<file path="config.mk">
export PLATFORM = sky130hd
export DESIGN_NAME = line_buf_arb
export DESIGN_NICKNAME = d
export VERILOG_FILES = /design/src/rtl/line_buf_arb.sv
export SDC_FILE = /design/constraint.sdc
export NUM_CORES = 1
export LEC_CHECK = 0
export CORE_ASPECT_RATIO = 0.7
export CORE_MARGIN = 2
export CORE_UTILIZATION = 31
export DETAILED_ROUTE_END_ITERATION = 10
export PLACE_DENSITY = 0.95
export SETUP_SLACK_MARGIN = 0.02
export SLEW_MARGIN = 20
export SYNTH_ARGS = -nofsm -noshare
export SYNTH_HDL_FRONTEND = slang
export SYNTH_SLANG_ARGS = --single-unit
</file>
<file path="constraint.sdc">
create_clock -name clk -period 2.9 [get_ports clk]
set_clock_uncertainty 0.15 [all_clocks]
set_input_delay 0.725 -clock clk [delete_from_list [all_inputs] [get_ports clk]]
set_output_delay 0.725 -clock clk [all_outputs]
set_load 0.02 [all_outputs]
</file>
<file path="src/rtl/line_buf_arb.sv">
// rtl/line_buf_arb.sv - burst-locked round-robin arbiter for the line-buffer SRAM
// Read responses are routed back to their issuer through an in-order owner-ID FIFO.
module line_buf_arb #(
    parameter int NUM_REQ  = 3,
    parameter int ADDR_W   = 7,
    parameter int DATA_W   = 32,
    parameter int RD_OUTST = 4
) (
    input  logic                        clk,
    input  logic                        rst_n,
    input  logic [NUM_REQ-1:0]          req,
    input  logic [NUM_REQ-1:0]          we,
    input  logic [NUM_REQ-1:0]          last,
    input  logic [NUM_REQ*ADDR_W-1:0]   addr,
    input  logic [NUM_REQ*DATA_W-1:0]   wdata,
    output logic [NUM_REQ-1:0]          gnt,
    output logic [NUM_REQ-1:0]          rvalid,
    output logic [DATA_W-1:0]           rdata,
    output logic                        mem_en,
    output logic                        mem_we,
    output logic [ADDR_W-1:0]           mem_addr,
    output logic [DATA_W-1:0]           mem_wdata,
    input  logic                        mem_ready,
    input  logic [DATA_W-1:0]           mem_rdata,
    input  logic                        mem_rvalid,
    output logic [$clog2(NUM_REQ)-1:0]  owner,
    output logic                        busy,
    output logic                        rsp_err
);

    localparam int OWN_W = $clog2(NUM_REQ);
    localparam int PTR_W = $clog2(RD_OUTST);
    localparam int CNT_W = PTR_W + 1;

    localparam logic [OWN_W:0]   NREQ_EXT = (OWN_W + 1)'(NUM_REQ);
    localparam logic [OWN_W-1:0] LAST_ID  = OWN_W'(NUM_REQ - 1);
    localparam logic [CNT_W-1:0] FULL_CNT = CNT_W'(RD_OUTST);
    localparam logic [PTR_W-1:0] LAST_PTR = PTR_W'(RD_OUTST - 1);

    typedef enum logic {
        IDLE = 1'b0,
        LOCK = 1'b1
    } state_t;

    state_t            state;
    state_t            state_nxt;
    logic [OWN_W-1:0]  owner_nxt;
    logic [OWN_W-1:0]  rr_ptr;
    logic [OWN_W-1:0]  rr_nxt;
    logic [OWN_W-1:0]  sel;
    logic [OWN_W-1:0]  cand;
    logic [OWN_W:0]    cand_sum;
    logic              found;
    logic              fire;

    logic [OWN_W-1:0]  fifo_mem [RD_OUTST];
    logic [PTR_W-1:0]  wr_ptr;
    logic [PTR_W-1:0]  rd_ptr;
    logic [CNT_W-1:0]  count;
    logic              fifo_full;
    logic              push;
    logic              pop;
    logic [OWN_W-1:0]  pop_id;

    // First requester at or after the round-robin pointer, wrapping around.
    always_comb begin
        sel      = rr_ptr;
        found    = 1'b0;
        cand     = '0;
        cand_sum = '0;
        for (int k = 0; k < NUM_REQ; k++) begin
            cand_sum = {1'b0, rr_ptr} + (OWN_W + 1)'(k);
            if (cand_sum >= NREQ_EXT) begin
                cand_sum = cand_sum - NREQ_EXT;
            end
            cand = cand_sum[OWN_W-1:0];
            if (!found && req[cand]) begin
                found = 1'b1;
                sel   = cand;
            end
        end
    end

    always_ff @(posedge clk or negedge rst_n) begin
        if (!rst_n) begin
            state  <= IDLE;
            owner  <= '0;
            rr_ptr <= '0;
        end else begin
            state  <= state_nxt;
            owner  <= owner_nxt;
            rr_ptr <= rr_nxt;
        end
    end

    always_comb begin
        state_nxt = state;
        owner_nxt = owner;
        rr_nxt    = rr_ptr;
        mem_en    = 1'b0;
        mem_we    = 1'b0;
        mem_addr  = '0;
        mem_wdata = '0;
        gnt       = '0;
        fire      = 1'b0;
        case (state)
            IDLE: begin
                if (|req) begin
                    owner_nxt = sel;
                    state_nxt = LOCK;
                end
            end
            LOCK: begin
                // Reads stall while the owner FIFO is full; writes never need a slot.
                if (req[owner] && (we[owner] || !fifo_full)) begin
                    mem_en    = 1'b1;
                    mem_we    = we[owner];
                    mem_addr  = addr[owner*ADDR_W +: ADDR_W];
                    mem_wdata = wdata[owner*DATA_W +: DATA_W];
                end
                fire       = mem_en && mem_ready;
                gnt[owner] = fire;
                if (fire && last[owner]) begin
                    state_nxt = IDLE;
                    rr_nxt    = (owner == LAST_ID) ? '0 : owner + 1'b1;
                end
            end
            default: state_nxt = IDLE;
        endcase
    end

    assign busy      = (state == LOCK);
    assign fifo_full = (count == FULL_CNT);
    assign push      = fire && !mem_we;
    assign pop       = mem_rvalid && (count != '0);
    assign pop_id    = fifo_mem[rd_ptr];

    always_ff @(posedge clk) begin
        if (push) begin
            fifo_mem[wr_ptr] <= owner;
        end
    end

    always_ff @(posedge clk or negedge rst_n) begin
        if (!rst_n) begin
            wr_ptr <= '0;
            rd_ptr <= '0;
            count  <= '0;
        end else begin
            if (push) begin
                wr_ptr <= (wr_ptr == LAST_PTR) ? '0 : wr_ptr + 1'b1;
            end
            if (pop) begin
                rd_ptr <= (rd_ptr == LAST_PTR) ? '0 : rd_ptr + 1'b1;
            end
            case ({push, pop})
                2'b10:   count <= count + CNT_W'(1);
                2'b01:   count <= count - CNT_W'(1);
                default: count <= count;
            endcase
        end
    end

    always_comb begin
        rvalid = '0;
        for (int i = 0; i < NUM_REQ; i++) begin
            rvalid[i] = pop && (pop_id == OWN_W'(i));
        end
    end

    assign rdata = pop ? mem_rdata : '0;

    // An orphan response is dropped and flagged until the next reset.
    always_ff @(posedge clk or negedge rst_n) begin
        if (!rst_n) begin
            rsp_err <= 1'b0;
        end else if (mem_rvalid && (count == '0)) begin
            rsp_err <= 1'b1;
        end
    end

endmodule

</file>
==> impl_results.md, run 1 <==
- Power Density: 904 nW/um^2
- CTS buffer count: 3
- Initial drt markers: 121
- Startpoint types: flop
- Clock latency on the worst-skew pair: 0.25 ns
- DR DRC count: 0
- DRT antenna net count: 0
- WL per Instance: between 15 and 20 microns
- I/O Pins: 245
- Ranking of synthesized cells by area: mux2i_1, dfrtp_1, nor2_1
- # hold bufs at CTS: 0
- Core area: between 7000 and 8000 sq um
- Slew Viols, Final: 0
- Slew @ Worst Pin: approximately 0.6 ns
- Synthesis Warnings: 0
- Final TNS setup: -0.0332 ns
- Clock buffer depth: 2
- Util after Layout: 0.682
- Mapped cell area: between 2000 and 3000 sq um
- First-pass GRT wire length: about 17000 microns
- Post-synth net total: between 500 and 600
- Initial DRT Pass Iterations: 4
- Final cell count without fillers: ~700
- Synth cell types: between 40 and 50
- Die area: around 9000 sq um
- CP top delay family: buffers and inverters
- Status: finished, violations left
- Cells after Synth: roughly 340
- TritonCTS clock tree: done
- Largest net degree at the start of global routing: 43
- Number of max-cap violations: 0
- DR vias: 3489
- Worst hold path class: flop to flop
- WHS: approximately 0.3 ns
- Post-DR vias/cell: 5.00
- Ys async rst share: 0.619
- Nets: 769
- Syn-to-layout area delta: 114%
- Clock transition at path regs: 0.06 ns
- Share of cells above drive strength 1: 0.273
- VDD IR max: 0.566 mV
- Most frequent cell after synthesis: nor2_1
- Die Ht: 79.3 microns
- Arrival @ worst endpoint: between 2 and 2.5 ns
- Design Power: around 4.9 mW
- Vias in the first global route: 3376
- Die X-Extent: about 110 microns
- H-tree Lvls: 1
- CP Buf/Inv Count: 3
- Clock sinks: 21
- Diodes inserted: 0
- Cell Rows: 27
- Area leader, netlist: mux2i_1
- Crit-path slowest cell: dfrtp_2
- Final hold violation count: 0
- RSZ-0062 raised after global routing: true
- Gp weighted congestion: approximately 0.90
- Post-route minimum period: roughly 2.9 ns
- IO buf count: 244
- Drt total wl: 11600 microns
- Critical path fanouts, max: 4
- Detailed-placement wirelength estimate: 8800 microns
- Final setup violation count: 1
- F_max: approximately 340 MHz
- Fin worst setup slack: -0.0332 ns
- Worst path max stage delay: 0.43 ns
- Violated checks: negative setup slack
- Post-synthesis sequential area ratio: 0.225
- Initial Util: 0.319
- Yosys top cell area share: 0.175
- Placed cell count: about 680
- Static Leak: roughly 2.3 nW
- CP cell instances: buf_12 > mux2i_1 > o21ai_2 > o211ai_4 > buf_6 > or2_4 > nor3b_2 > buf_4
- Critical Setup Path Class: flop to output pin
- #FFs+latches synth: 21
- Period utilization: 1.01
- Crit end category: output pin
- Critical Path RT: 2.03 ns
- Post-synth EDFFs: 8
- GRT overflow: 0
- Avg Cell Area, Syn: 7.43 sq um
- Max_slew headroom: 0.593
- CTS root buf: clkbuf_16
- Antenna violations before repair: 0
- Gr usage total: 0.236
- Synth Flop Type: dfrtp_1
- Most frequent cells after synthesis: nor2_1, mux2i_1, a21oi_1, and2_1, clkbuf_1
[sequential cells by signal (all words and copies together), names as in the netlist]
signal / count
busy: 1
count: 3
fifo_mem: 8
owner: 2
rd_ptr: 2
rr_ptr: 2
rsp_err: 1
wr_ptr: 2
[final cells by class]
cell class                      count  area, sq um
Clock buffer                        4         78.8
Fill cell                         616         2500
Inverter                           12         45.0
Multi-Input combinational cell    279         1920
Sequential cell                    21          567
Tap cell                          101          126
Timing Repair Buffer              281         2630
[cell families (layout without fill, tap and decap cells)]
family / count (synthesis) / count (layout) / synth area share
AND/OR/NAND/NOR: 154 / 154 / 0.298
AO/OA/AOI/OAI: 62 / 62 / 0.141
XOR/XNOR: 3 / 3 / 0.0105
flip-flops: 21 / 21 / 0.225
adder cells (fa/ha/maj): 9 / 9 / 0.0479
buffers and inverters: 38 / 297 / 0.0618
multiplexers: 51 / 51 / 0.216
[cells in the final DEF (no fill, tap or decap), types with 6 or more instances in the layout]
master / Yosys / layout
inv_1: 12 / 10
dfrtp_1: 13 / 12
o21ai_0: 6 / 6
mux2i_1: 44 / 43
nand2_1: 8 / 8
nor2_4: 0 / 8
nor2_2: 0 / 12
buf_4: 1 / 39
buf_2: 7 / 37
nor2_1: 85 / 65
clkdlybuf4s50_1: 0 / 159
a21oi_1: 43 / 43
edfxtp_1: 8 / 8
and2_1: 36 / 36
clkdlybuf4s15_2: 0 / 7
ha_1: 8 / 8
buf_6: 0 / 24
[worst register-to-register path, stage by stage (launching register included)]
cell and delay [ns]:
dfrtp_2 0.43, buf_12 0.14, mux2i_1 0.12, o21ai_2 0.23, buf_4 0.16, buf_4 0.10, nand2_1 0.09, nor3_4 0.22
inv_1 0.06, ha_1 0.22, inv_1 0.08, fa_1 0.41, o21ai_0 0.17
[timing repair]
| item | in CTS | in global routing |
|---|---|---|
| cloned | 3 | 1 |
| gates resized for setup | 332 | 92 |
| pin swaps | 7 | 6 |
| setup buffers | 11 | 3 |
| setup endpoints to repair | 81 | 79 |
[final timing paths]
path                                 startpoint                     to  slack (ns)  cells past startpoint
max                        owner[1]$_DFFE_PN0P_                 gnt[2]       -0.03                      8
min                         rsp_err$_DFFE_PN0P_    rsp_err$_DFFE_PN0P_        0.31                      1
max reg2reg                owner[1]$_DFFE_PN0P_   count[1]$_DFFE_PN0P_        0.24                     12
min reg2reg                 rsp_err$_DFFE_PN0P_    rsp_err$_DFFE_PN0P_        0.31                      1
max in group asynchronous                 rst_n   owner[1]$_DFFE_PN0P_        1.46                      1
min in group asynchronous                 rst_n  wr_ptr[0]$_DFFE_PN0P_        0.71                      1
[layer usage]
| metal | part of all wire | GRT usage | up-vias |
|---|---|---|---|
| met3 | 0.055 | 0.0405 | 20 |
| li1 | - | - | 1663 |
| met1 | 0.41 | 0.282 | 1657 |
| met4 | 0.017 | 0.0556 | 0 |
| met2 | 0.52 | 0.446 | 149 |
| met5 | 0 | 0 | - |
[per-stage QoR]
stage	cell area (sq um)	setup WS, ns
2_1_floorplan	2510	0.0366
3_3_place_gp	5200	-0.730
3_5_place_dp	5200	-0.731
4_1_cts	5410	-0.0475
5_1_grt	5370	-0.129
6_report	5370	-0.0332
[power breakdown]
| group | total (mW) | switching, mW | internal [mW] | leakage (nW) |
|---|---|---|---|---|
| sequential | 0.527 | 0.104 | 0.422 | 0.224 |
| combinational | 4.04 | 2.14 | 1.89 | 2.08 |
| clock | 0.285 | 0.0979 | 0.187 | 0.0382 |
Power figures use the tool's default switching activity.
==> inputs of run 2 (changes only) <==
- SKIP_LAST_GASP: unset -> 1
==> impl_results.md, run 2 (same netlist as run 1, synthesis figures left out) <==
- Final cell count without fillers: 697
- Nets: approximately 770
- CTS root buf: clkbuf_16
- Initial Util: 0.319
- Clock transition at path regs: ~0.05 ns
- Period utilization: 1.01
- Commonest non-fill, non-tap cell in the layout: clkdlybuf4s50_1
- Post-DR vias/cell: about 5
- Core area: around 7900 sq um
- TritonCTS clock tree: done
- WL per Instance: around 17 microns
- Violated checks: negative setup slack
- Dpl cell area: between 5000 and 6000 sq um
- Diodes inserted: 0
- Number of flip-flops in the largest register: 8
- DR DRC count: 0
- Worst hold path class: flop to flop
- Arrival @ worst endpoint: about 2 ns
- Gp weighted congestion: roughly 0.90
- Slew @ Worst Pin: slightly above 0.6 ns
- Share of cells above drive strength 1: 0.268
- Final setup violation count: 1
- Crit end category: output pin
- Slew Viols, Final: 0
- Layout fillers: 610
- Fin worst setup slack: -0.0352 ns
- Area occupied by multi-input gates: 1940 sq um
- Max_slew headroom: 0.595
- H-tree Lvls: 1
- Worst Reg-to-Reg Cells: 14
- GRT overflow: 0
- Final hold violation count: 0
- Hold Crit Depth: 1
- Largest net degree at the start of global routing: 43
- Drt total wl: between 10000 and 15000 microns
- Largest registers: fifo_mem: 8 flops, count: 3 flops
- Status: finished, violations left
- Clock buffer depth: 2
- Number of max-cap violations: 0
- Startpoint types: flop
- Antenna violations before repair: 0
- RSZ-0062 raised after global routing: true
- Detailed-placement wirelength estimate: around 9000 microns
- Initial drt markers: ~160
- Post-route minimum period: between 2 and 3 ns
- F_max: around 340 MHz
- Reg area: about 570 sq um
- Gr usage total: 0.237
- Die Ht: about 79 microns
- I/O Pins: ~250
- Critical Setup Path Class: flop to output pin
- Top reg by flops: fifo_mem
- Clock sinks: 21
- Critical path fanouts, max: 4
- Static Leak: approximately 2.3 nW
- Cell area after layout: between 5000 and 6000 sq um
- IO buf count: ~240
- First-pass GRT wire length: around 17000 microns
- Placed cell count: about 680
- CTS buffer count: 3
- Most frequent cells in the layout: clkdlybuf4s50_1, nor2_1, mux2i_1, a21oi_1, buf_2
- Vias in the first global route: approximately 3400
- Initial DRT Pass Iterations: 4
- Cell Rows: 27
- Syn-to-layout area delta: 114%
- DRT antenna net count: 0
- VDD IR max: 0.553 mV
- Critical Path RT: 2.03 ns
- Die X-Extent: approximately 110 microns
- Clock latency on the worst-skew pair: ~0.25 ns
- Die area: 8840 sq um
- DR vias: around 3500
- Power Density: ~900 nW/um^2
[run 2: cell count changes in the layout (fill, tap and decap cells not counted), sizes merged]
cell / delta
buf: -1
[run 2: cell type report]
type	count	area share
inverter	12	0.00838
tap	101	0.0235
clock buffer	4	0.0147
sequential	21	0.105
multi-input combinational	279	0.360
timing repair buffer	280	0.488
[run 2: what timing repair did]
item	4_1_cts	5_1_grt
setup endpoints to repair	81	79
gates resized for setup	321	104
hold buffers	0	0
gates cloned	3	1
pin swaps	7	16
buffers inserted	11	3
[run 2: path summary, 6_finish.rpt]
check / from / end / slack (ns)
max: owner[1]$_DFFE_PN0P_ / gnt[2] / -0.04
min: rsp_err$_DFFE_PN0P_ / rsp_err$_DFFE_PN0P_ / 0.31
max reg2reg: owner[1]$_DFFE_PN0P_ / count[2]$_DFFE_PN0P_ / 0.22
min reg2reg: rsp_err$_DFFE_PN0P_ / rsp_err$_DFFE_PN0P_ / 0.31
max in group asynchronous: rst_n / owner[1]$_DFFE_PN0P_ / 1.47
min in group asynchronous: rst_n / wr_ptr[0]$_DFFE_PN0P_ / 0.71
[run 2: metal layers]
metal / share of wire / vias to the layer above / global-route usage
met5: 0 / - / 0
met4: 0.015 / 0 / 0.0506
met3: 0.054 / 18 / 0.0405
met2: 0.53 / 145 / 0.449
met1: 0.40 / 1658 / 0.284
li1: - / 1659 / -
[run 2: power by group]
group          internal, mW  leakage (nW)  switching, mW
Clock                 0.187        0.0382         0.0974
Combinational          1.90          2.09           2.18
Sequential            0.422         0.224          0.103
Total                  2.51          2.35           2.38
[run 2: critical path: stages, from the launching register on]
cell	delay, ns
dfrtp_2	0.43
buf_12	0.14
mux2i_1	0.12
o21ai_2	0.24
o211ai_4	0.15
buf_6	0.14
or2_4	0.25
nor3b_2	0.17
buf_4	0.16
[run 2: stage by stage]
stage               power, mW  utilization  hold WS [ns]  setup slack, ns  setup TNS (ns)
floorplan                2.57            -         0.279           0.0366               0
global placement         4.00        0.661         0.291           -0.730          -35.86
detailed placement       4.10        0.661         0.301           -0.731          -37.18
CTS                      4.64        0.683         0.316          -0.0475         -0.0909
global route             5.19        0.683         0.349           -0.117          -0.444
finish                   4.89        0.683         0.309          -0.0352         -0.0352
==> inputs of run 3 (changes only) <==
- SLEW_MARGIN: 20 -> 0
==> results of run 3 <==
Same layout as run 2: the final DEF is identical, and so are final timing and power.
